### src/rtl/sonic_blocksync.sv
// 66-bit receive block synchronizer: hunts for the sync-header bit offset, then forwards aligned blocks and drives lock.
// Latency: data_out/valid_out one clock after the valid_in cycle; the block emitted is the one ending in the previous word.
// Backpressure: none; a word is accepted on every valid_in, and gaps freeze the search state.
module sonic_blocksync #(
    parameter int SH_CNT_MAX   = 64,
    parameter int SH_INVLD_MAX = 16
) (
    input  logic        clock,
    input  logic        reset,
    input  logic [65:0] data_in,
    input  logic        valid_in,
    output logic [65:0] data_out,
    output logic        valid_out,
    output logic        lock,
    output logic [6:0]  offset,
    output logic [15:0] slip_count
);

    localparam logic [6:0] CNT_MAX   = 7'(SH_CNT_MAX);
    localparam logic [4:0] INVLD_MAX = 5'(SH_INVLD_MAX);

    typedef enum logic [1:0] {
        ST_INIT,
        ST_TEST,
        ST_SLIP
    } state_t;

    state_t      state;
    logic [65:0] prev;
    logic [6:0]  sh_cnt;
    logic [4:0]  sh_invld_cnt;
    logic [65:0] cand;
    logic        sh_ok;
    logic [6:0]  cnt_nxt;
    logic [4:0]  invld_nxt;

    // Candidate block is a 66-bit window into {data_in, prev} starting at offset.
    always_comb begin
        cand      = 66'({data_in, prev} >> offset);
        sh_ok     = cand[1] ^ cand[0];
        cnt_nxt   = sh_cnt + 7'd1;
        invld_nxt = sh_invld_cnt + {4'd0, ~sh_ok};
    end

    always_ff @(posedge clock or posedge reset) begin
        if (reset) begin
            state        <= ST_INIT;
            prev         <= '0;
            data_out     <= '0;
            valid_out    <= 1'b0;
            lock         <= 1'b0;
            offset       <= '0;
            slip_count   <= '0;
            sh_cnt       <= '0;
            sh_invld_cnt <= '0;
        end else begin
            valid_out <= valid_in;
            if (valid_in) begin
                prev     <= data_in;
                data_out <= cand;
            end

            case (state)
                ST_INIT: begin
                    sh_cnt       <= '0;
                    sh_invld_cnt <= '0;
                    state        <= ST_TEST;
                end

                ST_TEST: begin
                    if (valid_in) begin
                        sh_cnt       <= cnt_nxt;
                        sh_invld_cnt <= invld_nxt;
                        if (!lock) begin
                            if (!sh_ok) begin
                                state <= ST_SLIP;
                            end else if (cnt_nxt == CNT_MAX) begin
                                lock         <= 1'b1;
                                sh_cnt       <= '0;
                                sh_invld_cnt <= '0;
                            end
                        end else begin
                            // Invalid threshold is tested first so it beats a coincident window end.
                            if (invld_nxt == INVLD_MAX) begin
                                lock  <= 1'b0;
                                state <= ST_SLIP;
                            end else if (cnt_nxt == CNT_MAX) begin
                                sh_cnt       <= '0;
                                sh_invld_cnt <= '0;
                            end
                        end
                    end
                end

                ST_SLIP: begin
                    offset       <= (offset == 7'd65) ? 7'd0 : offset + 7'd1;
                    slip_count   <= (slip_count == 16'hFFFF) ? slip_count : slip_count + 16'd1;
                    sh_cnt       <= '0;
                    sh_invld_cnt <= '0;
                    lock         <= 1'b0;
                    state        <= ST_TEST;
                end

                default: state <= ST_INIT;
            endcase
        end
    end

endmodule

### config.mk
export PLATFORM = sky130hd
export DESIGN_NAME = sonic_blocksync
export DESIGN_NICKNAME = d
export VERILOG_FILES = /design/src/rtl/sonic_blocksync.sv
export SDC_FILE = /design/constraint.sdc
export NUM_CORES = 1
export LEC_CHECK = 0
export BUFFER_PORTS_ARGS = -buffer_cell sky130_fd_sc_hd__clkbuf_2
export CAP_MARGIN = 20
export CORE_ASPECT_RATIO = 1.5
export CORE_MARGIN = 8
export CORE_UTILIZATION = 50
export DETAILED_ROUTE_END_ITERATION = 10
export PLACE_DENSITY = 0.7
export SLEW_MARGIN = 20
export SYNTH_ARGS = -nofsm -noshare
export SYNTH_HDL_FRONTEND = slang
export SYNTH_SLANG_ARGS = --single-unit
### constraint.sdc
create_clock -name clock -period 5.8 [get_ports clock]
set_input_delay 0.87 -clock clock [delete_from_list [all_inputs] [get_ports clock]]
set_output_delay 0.87 -clock clock [all_outputs]
set_load 0.05 [all_outputs]
==> results of run 1 <==
## sequential cells by signal (all words and copies together), names as in the netlist
register / count
data_out: 66
lock: 1
offset: 7
prev: 66
sh_cnt: 7
sh_invld_cnt: 5
slip_count: 16
state: 2
valid_out: 1
## worst max-delay path by stage
stage                          start                       to  depth (start not counted)  slack [ns]
2_1_floorplan                  reset  data_out[0]$_DFFE_PP0P_                          1        0.30
3_3_place_gp   offset[0]$_DFFE_PP0P_    sh_cnt[6]$_DFFE_PP0P_                         18        0.79
3_5_place_dp   offset[0]$_DFFE_PP0P_    sh_cnt[6]$_DFFE_PP0P_                         18        0.73
4_1_cts        offset[0]$_DFFE_PP0P_    sh_cnt[6]$_DFFE_PP0P_                         18        0.70
5_1_grt        offset[0]$_DFFE_PP0P_    sh_cnt[6]$_DFFE_PP0P_                         18        0.33
6_report       offset[0]$_DFFE_PP0P_    sh_cnt[6]$_DFFE_PP0P_                         18        0.69
## worst reg2reg max path, stage by stage (launching register included)
cell	delay [ns]
dfrtp_4	0.99
buf_4	0.42
buf_4	0.26
mux4_2	0.46
a32oi_1	0.24
o311ai_1	0.12
nor3_1	0.52
and3_4	0.33
or2_2	0.13
inv_1	0.04
ha_1	0.20
ha_1	0.24
nor3_1	0.19
a31oi_1	0.06
nor4b_1	0.34
nor2_1	0.12
o31ai_2	0.10
o21ai_0	0.14
a21oi_1	0.16
## report_power, final
group	total (uW)	switching, uW	internal [uW]	leakage [uW]
registers	1930	399	1530	0.00203
clock network	1140	530	612	0.000277
logic	8050	5010	3040	0.00530
## synth_stat cells (4+ instances only)
master,count,area [um^2]
a211oi_1,16,120
a21oi_1,87,435
a31oi_1,7,43.8
and3_1,9,56.3
buf_1,27,101
buf_2,14,70.1
buf_4,14,105
buf_6,19,214
clkbuf_1,69,259
dfrtp_1,171,4280
ha_1,6,75.1
inv_1,20,75.1
mux2_2,197,2220
mux2i_1,231,2310
mux4_1,10,263
mux4_2,106,2390
nand2_1,213,800
nand2b_1,13,81.3
nand3_1,18,90.1
nand4_1,9,56.3
nor2_1,126,473
nor3_1,10,50.1
nor4_1,5,31.3
o211a_1,4,40.0
o211ai_1,11,82.6
o21a_1,21,158
o21ai_0,97,485
o221ai_1,18,158
o22ai_1,11,68.8
o31ai_1,4,30.0
xnor2_1,12,105
xor2_1,12,105
## layer usage
layer	global-route usage [%]	up-vias
li1	-	6255
met1	36.4	6986
met2	45.1	627
met3	4.87	161
met4	19.0	2
met5	0	-
## final cells by class
class                   instances  area, um^2
repair buffers                190        1060
inverters                      24         103
well taps                     415         519
clock buffers                  19         443
flip-flops and latches        171        4300
fillers                      2969       14700
multi-input cells            1301       11100
clock inverters                13         140
## metrics by stage
step,util (%),hold slack (ns)
after floorplan,-,0.476
final,54.6,0.480
after CTS,54.6,0.482
after detailed placement,52.8,0.466
after global placement,52.8,0.462
after global routing,54.6,0.496
## cell usage in the layout (no fill, tap or decap), drive strengths merged, types with 32 or more instances in the layout
master	netlist	routed
mux2i	231	231
nand2	213	213
mux2	199	199
clkbuf	69	177
dfrtp	171	171
nor2	126	126
mux4	116	116
o21ai	98	98
a21oi	88	88
buf	78	32
## cells by family (layout without fill, tap and decap cells)
| family | count (synthesis) | in the layout | synth area share, % |
|---|---|---|---|
| and+or+nand+nor | 420 | 420 | 10.8 |
| muxes | 546 | 546 | 44.1 |
| adders and majority gates | 6 | 6 | 0.460 |
| xor gates and xnor gates | 24 | 24 | 1.29 |
| AOI/OAI and AO/OA | 305 | 305 | 11.5 |
| DFF | 171 | 171 | 26.2 |
| buffers and inverters | 171 | 246 | 5.60 |
==> metrics.md, run 1 <==
| Metric | Value |
|---|---|
| Worst r2r src | offset[0]$_DFFE_PP0P_ |
| Die Span X | roughly 160 um |
| Outcome | completed |
| Vias | 14,000 |
| Buf/Inv on CP | 3 |
| WL met1 | 22.4 mm |
| Die footprint | 38,800 um^2 |
| Async S/R FF share, synth | 100% |
| Post-CTS setup repair buffer count | 0 |
| Worst Path Max Fanout | 59 |
| Minimum clock period | between 5 and 6 ns |
| Hold Startpoint | data_out[58]$_DFFE_PP0P_ |
| P per Cell Area | 628 nW/um^2 |
| Post-route ant nets | 0 |
| Wire per inst | ~26 um |
| Final period util | 88.2% |
| Synthesis-to-layout area growth | 8.38% |
| Crit start category | register |
| First-pass DRT Iterations | 6 |
| Dpl cells | 2,101 |
| Hold Path Sink | data_out[58]$_DFFE_PP0P_ |
| DR vias/cell | 6.58 |
| TritonCTS clock tree | done |
| Remaining routing DRC violations | 0 |
| Setup violations, final | 0 |
| Pins over their slew limit | 0 |
| Slowest cell delay on critical path | between 0.9 and 1 ns |
| Top FF cell, synth | dfrtp_1 |
| RSZ-0062 raised after global routing | false |
| I/O pin cnt | 160 |
| Number of max-cap violations | 0 |
| Post-synth EDFFs | 0 |
| Num CTS Buffers | 17 |
| R2R depth | 18 |
| Worst hold-check path type | reg2reg |
| Max Clock Freq | 196 MHz |
| #FFs+latches synth | ~170 |
| GRT Total Usage | 28.9% |
| Delay-heaviest family, CP | simple AND/OR/NAND/NOR gates |
| Critical-path cell list | buf_4, buf_4, mux4_2, a32oi_1, o311ai_1, nor3_1, and3_4, or2_2, inv_1, ha_1, ha_1, nor3_1, a31oi_1, nor4b_1, nor2_1, o31ai_2, o21ai_0, a21oi_1 |
| Critical setup path kind | reg2reg |
| Core area | ~32,000 um^2 |
| Die Ht | around 240 um |
| Post-Place Cell Area | 17,100 um^2 |
| Row count | between 80 and 90 |
| Final WS setup | 0.686 ns |
| Met2 routed WL | between 20 and 30 mm |
| Metal3 WL | 3.72 mm |
| Yosys cell types | 68 |
| Clk Tree Root Cell | clkbuf_16 |
| Global route overflow | 0 |
| Syn Area/Cell | ~9.9 um^2 |
| WHS Path Cells | 1 |
| Post-route design area | about 18,000 um^2 |
| Starting Density | roughly half |
| IO Port Bufs | 159 |
| Setup TNS Final | 0 ns |
| Share of cells above drive strength 1 | 31.8% |
| CTS Hold Bufs | 0 |
| Worst path required time | 6.18 ns |
| Worst rel slew slack | 29.9% |
| Vias in the first global route | 13,600 |
| Sequential element share of the synthesized area | 26.2% |
| Iteration-0 DRC Markers | 1,371 |
| Highest routed layer | met5 |
| CTS Buffer Depth | 2 |
| Post-CTS resize count | 0 |
| Leakage | 0.00761 uW |
| H-tree levels | 4 |
| R2r endpoint | sh_cnt[6]$_DFFE_PP0P_ |
| Insertion delay to the later sink of the worst-skew pair | 0.47 ns |
| Yosys warning count | 0 |
| Final #Nets | 1,780 |
| DP HPWL | 44.0 mm |
| Peak supply drop | 277 uV |
| Synth Net Count | between 1,500 and 2,000 |
| Final wirelength | 56.4 mm |
| Final GP Congestion | 1.05 |
| Tot Pwr | around 11,000 uW |
| Reg2reg setup slack | 0.69 ns |
| Clock sinks | 171 |
| CTS clk-pin slew, worst paths | 0.07 ns |
| Pin count of the biggest net entering global routing | 128 |
| Clock Skew | 0.0128 ns |
| # diodes | 0 |
| Cell Area, Synth | 16,300 um^2 |
| Final Hold Viols | 0 |
| Worst-Margin Slew | about 1.0 ns |
| Critical Path AT | about 5.5 ns |
| Dpl ws | 0.731 ns |
| CP max stage cell | dfrtp_4 |
| Cells after synthesis | 1,643 |
| Initial antenna violation count | 1 |
| First-pass GRT wire length | 85.4 mm |
| Final cell count without fillers | 2,133 |
| Crit. End Element | register |
(Power assumes the default switching activity.)
==> run 2, diff against run 1 <==
Settings changed: PLACE_DENSITY 0.7 to 0.67.
Clock period 5.8 ns to 4.8 ns, I/O delays scaled along.
==> metrics.md, run 2 (synthesized netlist as in run 1, its figures left out) <==
| Metric | Value |
|---|---|
| Outcome | completed |
| Remaining routing DRC violations | 0 |
| Worst Path Max Fanout | 24 |
| Post-CTS setup repair buffer count | 0 |
| Setup TNS Final | 0 ns |
| # diodes | 0 |
| Share of cells above drive strength 1 | 33.2% |
| First-pass GRT wire length | 89.7 mm |
| P per Cell Area | 771 nW/um^2 |
| Worst-Margin Slew | approximately 1.1 ns |
| Setup violations, final | 0 |
| Global route overflow | 0 |
| Gate power share | ~74% |
| IO Port Bufs | 159 |
| I/O pin cnt | 160 |
| Number of max-cap violations | 0 |
| Slowest cell delay on critical path | 0.62 ns |
| Commonest non-fill, non-tap cells in the layout | 229 x mux2i_1, 213 x nand2_1, 197 x mux2_2, 164 x dfrtp_1, 158 x clkbuf_2 |
| Clock sinks | 171 |
| Final period util | 94.0% |
| Final Hold Viols | 0 |
| First-pass DRT Iterations | 6 |
| Peak supply drop | 362 uV |
| Die Span X | 164 um |
| Synthesis-to-layout area growth | 10.5% |
| Num CTS Buffers | 17 |
| Crit path from | offset[1]$_DFFE_PP0P_ |
| Wire per inst | between 20 and 30 um |
| RSZ-0062 raised after global routing | false |
| Minimum clock period | 4.51 ns |
| CTS Buffer Depth | 2 |
| Pin count of the biggest net entering global routing | 172 |
| NetSw | 7480 uW |
| Final cell count without fillers | 2,163 |
| Post-CTS resize count | 0 |
| Critical Path AT | 4.90 ns |
| Initial antenna violation count | 0 |
| Clk Tree Root Cell | clkbuf_16 |
| Top Registers | data_out (66), prev (66), slip_count (16) |
| Leakage | about 0.0078 uW |
| Die Ht | 237 um |
| Critical setup path kind | reg2reg |
| Critical-path cell list | buf_12, mux2i_1, mux4_2, mux4_2, a32oi_1, o211ai_1, and3_4, or2_2, inv_1, ha_1, nand2_1, mux2i_1, a31oi_1, nor4b_2, nor2_1, o31ai_2, o21ai_0, a21oi_1 |
| Pins over their slew limit | 0 |
| Worst rel slew slack | 23.8% |
| Final wirelength | 59.7 mm |
| Crit. End Element | register |
| Vias in the first global route | 14,000 |
| CTS Hold Bufs | 0 |
| Worst r2r src | offset[1]$_DFFE_PP0P_ |
| Clock Skew | 0.0126 ns |
| Worst path required time | 5.19 ns |
| Clk network pwr share | around a tenth |
| Dpl cells | between 2,000 and 2,500 |
| Commonest non-fill, non-tap cell in the layout | mux2i_1 |
| Worst hold-check path type | in2async |
| Crit start category | register |
| Starting Density | 50.3% |
| Die footprint | approximately 39,000 um^2 |
| Vias | 14,200 |
| TritonCTS clock tree | done |
| Insertion delay to the later sink of the worst-skew pair | about 0.47 ns |
| CP max stage cell | dfrtp_4 |
| Final #Nets | 1,810 |
| Final GP Congestion | approximately 1.0 |
| Internal power | about 6400 uW |
| Core area | 32,400 um^2 |
| Max Clock Freq | 222 MHz |
| GRT Total Usage | 30.7% |
| Iteration-0 DRC Markers | 1,526 |
| Reg power frac | 15.9% |
| H-tree levels | 4 |
| DR vias/cell | 6.58 |
| Row count | 81 |
| Post-Place Cell Area | 17,400 um^2 |
| Post-route ant nets | 0 |
| DP HPWL | approximately 47 mm |
| CTS clk-pin slew, worst paths | 0.08 ns |
| Post-route design area | 18,000 um^2 |
| Switching Share | a little over half |
[run 2: metal layers]
layer,up-vias,track usage [%],share of wire (%)
li1,6318,-,-
met1,7135,37.7,39
met2,626,49.9,48
met3,156,5.59,6.6
met4,0,17.6,6.5
met5,-,0,0
[run 2: power by group through the flow]
stage               logic, uW  clock network, uW  registers (uW)
floorplan                6070                  0            3190
global placement        10000                  0            2220
detailed placement      10100                  0            2240
CTS                     10100               1410            2210
global route            10800               1460            2270
finish                  10300               1380            2210
[run 2: path summary, 6_finish.rpt]
path | endpoint | slack, ns | cells after the start
worst min-delay path | prev[51]$_DFFE_PP0P_ | 0.36 | 3
worst max-delay path | sh_cnt[6]$_DFFE_PP0P_ | 0.29 | 18
max in group asynchronous | offset[0]$_DFFE_PP0P_ | 3.33 | 3
worst min register to register | data_out[58]$_DFFE_PP0P_ | 0.48 | 1
min in group clock | data_out[58]$_DFFE_PP0P_ | 0.48 | 1
worst max register to register | sh_cnt[6]$_DFFE_PP0P_ | 0.29 | 18
[run 2: through the flow]
stage          total power, uW  utilization (%)  worst slack [ns]  hold WS, ns
3_5_place_dp             12300             53.8             0.285        0.466
3_3_place_gp             12300             53.8             0.254        0.460
2_1_floorplan             9260                -             0.136        0.476
6_report                 13900             55.6             0.287        0.356
5_1_grt                  14600             55.6            0.0219        0.494
4_1_cts                  13800             55.6             0.236        0.482
[run 2: area by class of cell]
| type | instances | area [um^2] |
|---|---|---|
| timing repair buffer | 220 | 1400 |
| inverter | 24 | 101 |
| clock buffer | 17 | 425 |
| multi-input combinational | 1301 | 11100 |
| sequential | 171 | 4300 |
| fill | 2902 | 14400 |
| tap | 415 | 519 |
| clock inverter | 15 | 151 |
[run 2: worst max-delay path, delay by kind of cell (launching register included)]
family,cells,cell delay [ns]
multiplexers,4,1.42
buffers and inverters,2,0.28
AO/OA/AOI/OAI,6,0.89
flip-flops,1,0.62
adder cells (fa/ha/maj),1,0.18
AND/OR/NAND/NOR,5,1.02
